`src/rtl/phy_rx_sync_ctrl.sv`:
```
// PHY RX sync controller: bit-wise comma hunt, byte alignment, lock sequencing
// and round-robin lane scheduling for the 4-lane demux tree.
module phy_rx_sync_ctrl #(
  parameter logic [7:0] COM        = 8'hBC,
  parameter int         LOCK_COUNT = 4,
  parameter int         WINDOW     = 16
) (
  input  logic       clk_32f,
  input  logic       default_values,
  input  logic       data_in,
  output logic       active,
  output logic       valid,
  output logic [7:0] data_out,
  output logic       byte_strobe,
  output logic [1:0] lane_sel,
  output logic [3:0] com_cnt
);

  localparam logic [3:0] LOCK_CNT4 = 4'(LOCK_COUNT);
  localparam logic [7:0] WIN8      = 8'(WINDOW);

  typedef enum logic [1:0] {HUNT, CHECK, LOCKED} state_t;

  state_t     r_state, w_state;
  logic [7:0] r_sh, w_nxt;
  logic [2:0] r_bit_cnt, w_bit_cnt;
  logic [7:0] r_window, w_window, w_win_inc;
  logic [3:0] r_com_cnt, w_com_cnt, w_com_inc;
  logic       r_active, w_active;
  logic       r_valid, w_valid;
  logic [7:0] r_data, w_data;
  logic       r_strobe, w_strobe;
  logic [1:0] r_lane, w_lane;
  logic       w_is_com, w_boundary;

  always_ff @(posedge clk_32f) begin
    if (default_values) begin
      r_state   <= HUNT;
      r_sh      <= 8'h00;
      r_bit_cnt <= 3'd0;
      r_window  <= 8'h00;
      r_com_cnt <= 4'd0;
      r_active  <= 1'b0;
      r_valid   <= 1'b0;
      r_data    <= 8'h00;
      r_strobe  <= 1'b0;
      r_lane    <= 2'd0;
    end else begin
      r_state   <= w_state;
      r_sh      <= w_nxt;
      r_bit_cnt <= w_bit_cnt;
      r_window  <= w_window;
      r_com_cnt <= w_com_cnt;
      r_active  <= w_active;
      r_valid   <= w_valid;
      r_data    <= w_data;
      r_strobe  <= w_strobe;
      r_lane    <= w_lane;
    end
  end

  always_comb begin
    w_nxt      = {r_sh[6:0], data_in};
    w_is_com   = (w_nxt == COM);
    w_boundary = (r_bit_cnt == 3'd7);
    w_win_inc  = r_window + 8'd1;
    w_com_inc  = r_com_cnt + 4'd1;
    w_state    = r_state;
    w_bit_cnt  = r_bit_cnt;
    w_window   = r_window;
    w_com_cnt  = r_com_cnt;
    w_active   = r_active;
    w_valid    = r_valid;
    w_data     = r_data;
    w_strobe   = 1'b0;
    w_lane     = r_lane;
    case (r_state)
      HUNT: begin
        w_active = 1'b0;
        w_valid  = 1'b0;
        if (w_is_com) begin
          w_state   = CHECK;
          w_bit_cnt = 3'd0;
          w_com_cnt = 4'd1;
        end
      end
      CHECK: begin
        w_bit_cnt = r_bit_cnt + 3'd1;
        if (w_boundary) begin
          if (w_is_com) begin
            w_com_cnt = w_com_inc;
            if (w_com_inc == LOCK_CNT4) begin
              w_state  = LOCKED;
              w_active = 1'b1;
              w_lane   = 2'd0;
              w_window = 8'h00;
            end
          end else begin
            w_state   = HUNT;
            w_com_cnt = 4'd0;
          end
        end
      end
      LOCKED: begin
        w_bit_cnt = r_bit_cnt + 3'd1;
        if (w_boundary) begin
          // Expiring byte is swallowed: no strobe, data_out keeps the last byte.
          if (!w_is_com && (w_win_inc == WIN8)) begin
            w_state   = HUNT;
            w_active  = 1'b0;
            w_valid   = 1'b0;
            w_lane    = 2'd0;
            w_com_cnt = 4'd0;
            w_window  = 8'h00;
          end else begin
            w_strobe = 1'b1;
            w_data   = w_nxt;
            w_valid  = !w_is_com;
            // Lane advances only once the previous byte on data_out was data.
            w_lane   = r_lane + {1'b0, r_valid};
            if (w_is_com) begin
              w_window  = 8'h00;
              w_com_cnt = (r_com_cnt == 4'd15) ? 4'd15 : w_com_inc;
            end else begin
              w_window  = w_win_inc;
              w_com_cnt = 4'd0;
            end
          end
        end
      end
      default: w_state = HUNT;
    endcase
  end

  assign active      = r_active;
  assign valid       = r_valid;
  assign data_out    = r_data;
  assign byte_strobe = r_strobe;
  assign lane_sel    = r_lane;
  assign com_cnt     = r_com_cnt;

endmodule

```
`config.mk`:
```
export PLATFORM = sky130hd
export DESIGN_NAME = phy_rx_sync_ctrl
export DESIGN_NICKNAME = d
export VERILOG_FILES = /design/src/rtl/phy_rx_sync_ctrl.sv
export SDC_FILE = /design/constraint.sdc
export NUM_CORES = 1
export LEC_CHECK = 0
export BUFFER_PORTS_ARGS = -buffer_cell sky130_fd_sc_hd__buf_2
export CAP_MARGIN = 15
export CORE_MARGIN = 5
export CORE_UTILIZATION = 62
export CTS_CLUSTER_SIZE = 20
export DETAILED_ROUTE_END_ITERATION = 7
export PLACE_DENSITY = 0.83
export RECOVER_POWER = 50
export SETUP_SLACK_MARGIN = 0.5
export SLEW_MARGIN = 20
export SYNTH_ARGS = -nofsm -noshare
export SYNTH_HDL_FRONTEND = slang
export SYNTH_SLANG_ARGS = --single-unit
```
`constraint.sdc`:
```
create_clock -name clk_32f -period 3.6 [get_ports clk_32f]
set_input_delay 0.36 -clock clk_32f [delete_from_list [all_inputs] [get_ports clk_32f]]
set_output_delay 0.36 -clock clk_32f [all_outputs]
set_load 0.005 [all_outputs]
```
Word-level counts from Yosys, hierarchy flattened
Index checks and enable logic that the tools add are counted.
Widths: inputs -> output; s select.
{"block": "op_classes", "n_addsub": 4, "eq_ne": 14, "mux": 40, "bitwise_logic": 3, "reduce_logical": 16}
{"operator": "$mux 8", "n": 6}
{"operator": "$mux 4", "n": 7}
{"operator": "$mux 2", "n": 11}
{"operator": "$pmux 8 s2", "n": 1}
{"operator": "$ne 2x2->1 const B", "n": 6}
{"operator": "$pmux 4 s3", "n": 1}
{"operator": "$reduce_and 5->1", "n": 2}
{"operator": "$add 8x1->8 const B", "n": 1}
{"operator": "$eq 8x5->1 const B", "n": 1}
{"operator": "$eq 8x8->1 const B", "n": 1}
{"operator": "$mux 1", "n": 8}
{"operator": "$pmux 2 s3", "n": 1}
{"operator": "$pmux 3 s2", "n": 1}
{"operator": "$reduce_and 6->1", "n": 1}
{"operator": "$reduce_bool 2->1", "n": 3}
{"operator": "$add 4x1->4 const B", "n": 1}
{"operator": "$eq 4x3->1 const B", "n": 1}
{"operator": "$eq 4x4->1 const B", "n": 1}
{"operator": "$pmux 2 s2", "n": 1}
{"operator": "$reduce_and 2->1", "n": 2}
{"operator": "$reduce_and 4->1", "n": 1}
{"operator": "$add 3x1->3 const B", "n": 1}
{"operator": "$eq 3x3->1 const B", "n": 1}
{"operator": "$mux 3", "n": 1}
{"operator": "14 further kinds", "n": 16}
{"block": "totals", "output_inout_bits": 17, "in_bits": 3, "ff_bits": 37, "word_cells": 87}

Depth between registers and ports, before layout
{"block": "depth", "ltp_word": 6, "ltp_mapped": 8, "ltp_nobuf": 7}

Worst setup path before layout
Ideal clock, no wire load.
{"block": "synth_path", "kind": "register to register", "startpoint": "reg r_window[0]", "endpoint": "reg r_data[0], in the netlist data_out[0]", "required_ps": 3479, "synth_period_minus_slack_ps": 2201, "setup_slack_ps": 1399, "path_stages_with_launch": 7, "n_path_buf": 0, "arrival_ps": 2081, "setup_time_ps": 121, "path_cell_list": "dfxtp_1 ha_1 or4b_1 nor3_4 o311ai_4 o211ai_4 mux2_2"}
{"block": "synth_via", "elab_chain_len": 5}
{"element": "start, declared", "line": "27", "source": "logic [7:0] r_window, w_window, w_win_inc;"}
{"element": "start signal, assigned", "line": "52", "source": "r_window <= w_window;"}
{"element": "$add 8x1->8", "line": "66", "source": "w_win_inc = r_window + 8'd1;"}
{"element": "$eq 8x5->1", "line": "108", "source": "if (!w_is_com && (w_win_inc == WIN8)) begin"}
{"element": "$logic_and 1x1->1", "line": "108"}
{"element": "$not 1->1 (no source line)"}
{"element": "$reduce_and 3->1 (no source line)"}
{"element": "end signal, assigned", "line": "56", "source": "r_data <= w_data;"}
{"element": "end, declared", "line": "31", "source": "logic [7:0] r_data, w_data;"}
Every way passes these cells.
A chain may end at the register's enable or synchronous reset.

Worst setup path in the final report
{"block": "layout_path", "startpoint": "reg r_window[0]", "endpoint": "reg r_data[1], in the netlist data_out[1]"}
Same word-level chain as after synthesis.

==> flow_summary.ini <==
[clock_network]
cts_buffer_depth = 2
cts_tree = built
cts-root-buf = clkbuf_4
insertion_delay_ps = 340
cts_sinks = 37
htree_levels = 2
cts_resized = 0
post_cts_buffers = 0
cts_buffers = 5
cts_hold_buf = 0
clk_pin_slew_ps = 130

[die]
die_w_um = 66.3
core-area_um2 = 3050
start_util = 0.643
row_count = 20
boundaryPins = 20
die_h_um = 66.3
die_area_um2 = 4390

[critical_path]
r2r_cells = 6
cp-start-kind = flop
r2r_slack_ps = 1030
cp_slowest_stage_delay_ps = 470
cp.depth = 6
path_class = reg -> reg
arrival_ps = 2810
worstPathCellList = ha_1, or4b_1, nor3_1, o311ai_4, o211ai_4, mux2_2
path_delay_family = simple AND/OR/NAND/NOR gates
slowest_stage = or4b_1
worst-path-buf-inv = 0
required_ps = 3840
crit_path_end_kind = flop
cp_max_fo = 9

[detailed_routing]
vias = 1558
drtIter0Drc = 111
drc = 0
routed_via_density = 5.69
wl_um = 3690
wl_per_cell_um = 13.4
final_antenna_net_count = 0
first_pass_iters = 4

[timing]
max_slew_margin = 0.235
worst_slew_pin_slew_ps = 1150
rsz0062_at_grt = no
finalMaxSlewViolations = 0
setup_viol = 0
holdWs_ps = 288
layout_worst_path_cycle_share = 0.715
fin_ws_ps = 1030
hold_violations = 0
final.min_clock_period_ps = 2570
fmax_mhz = 388
fin_setup_tns_ps = 0
finClkSkew_ps = 11.2

[pwr]
comb_power_share = 0.019
clockPowerShare = 0.348
p_int_uw = 493
switching_share = 0.244
switchingPower_uw = 159
p_seq_frac = 0.633
p_leak_nw = 0.782
pwr_density_cell_nw_per_um2 = 312
power_uw = 651
ir_drop_uv = 244

[logic_synthesis]
synth_top_cell_by_area = dfxtp_1
synth.most_common_cell = dfxtp_1
synth_nets = 226
syn_inst = 214
synth_sequential_area_ratio = 0.377
avgSynthCellArea_um2 = 9.18
synth_top_area_share = 0.377
synthTopCellsByCount = dfxtp_1, nand2_1, nor2_1
synth_edf_count = 0
yosys_register_bits = 37
yosysWarnings = 0
synthesis.area_um2 = 1960
synth_top_flop_cell = dfxtp_1
synthTopCellsByArea = dfxtp_1, ha_1, mux2_2, nand2_1, nor2_1
async_reset_ff_frac = 0
synthDistinctLibCells = 52

[cells_and_area]
multi_input_area_um2 = 1130
register_area_um2 = 741
fin_nets = 241
drive_above_1_share = 0.152
fillers = 271
n_antenna_cell = 0
final_util = 0.685
fin_cells = 274
area_growth_pct = 6.43
final_cell_area_um2 = 2090

[place]
dp_hpwl_um = 2610
io_buffers = 19
placed_area_um2 = 2060
preCtsSetupSlack_ps = 1110
gp_congestion = 0.822
dp_cells = 266

[global_routing]
grt_pass1_vias = 1427
track_usage = 0.188
antenna_found_initial = 0
grt_pass1_wl_um = 6450
overflow = 0
grt_max_degree = 30

[min_path]
min-delay-path-class = in -> reg
holdPathStages = 2

[outcome]
status = complete, no violations

[run]
maxCapViolations = 0
==> cell type report <==
cell class	count	share of cell area
timing repair buffer	19	0.0407
multi-input combinational	160	0.540
clock inverter	3	0.0102
tap	44	0.0263
inverter	6	0.0108
sequential	37	0.354
clock buffer	5	0.0180
==> path summary, 6_finish.rpt <==
kind	start	to
setup / recovery	r_window[0]$_SDFFE_PP0P_	data_out[1]$_SDFFE_PP0P_
hold / removal	data_in	r_sh[0]$_SDFF_PP0_
setup reg to reg	r_window[0]$_SDFFE_PP0P_	data_out[1]$_SDFFE_PP0P_
hold reg to reg	data_out[7]$_SDFFE_PP0P_	data_out[7]$_SDFFE_PP0P_
==> flip-flops by register name, indices dropped and copies added, names as in the netlist, 2 cells and up <==
signal,flops
data_out,8
r_bit_cnt,3
lane_sel,2
r_window,8
r_sh,7
r_state,2
com_cnt,4
==> layer usage <==
metal  GRT usage  vias to the layer above  part of all wire
met4      0.0685                        0             0.015
met5           0                        -                 0
met1       0.240                      726              0.47
met3      0.0425                        7             0.042
li1            -                      792                 -
met2       0.309                       33              0.47
==> kinds of logic after synthesis <==
logic type,after synthesis,share of synthesized area
simple gates,93,0.273
compound gates,37,0.147
flops,37,0.377
buf+inv,17,0.0395
mux,13,0.0707
fa+ha+maj,9,0.0573
xor+xnor,8,0.0357
==> power groups by stage <==
stage	clock network, mW	logic, mW	registers (mW)
2_1_floorplan	0	0.0105	0.421
3_3_place_gp	0	0.0126	0.421
3_5_place_dp	0	0.0126	0.421
4_1_cts	0.234	0.0126	0.412
5_1_grt	0.252	0.0139	0.413
6_report	0.227	0.0124	0.412
==> layout by cell type (no fill, tap or decap), types with 2 or more instances in the layout <==
master / count
a21oi_1: 13
a31oi_1: 3
and2_1: 2
and2_2: 2
and2b_1: 7
buf_2: 11
clkbuf_1: 8
clkbuf_4: 5
dfxtp_1: 37
ha_1: 9
inv_1: 6
mux2_2: 7
mux2i_1: 6
nand2_1: 21
nand3_1: 7
nand4_1: 8
nand4b_1: 2
nor2_1: 19
nor2b_1: 10
nor3_1: 5
o2111ai_1: 3
o21ai_0: 4
xnor2_1: 2
xor2_1: 6
Power figures use the tool's default switching activity.
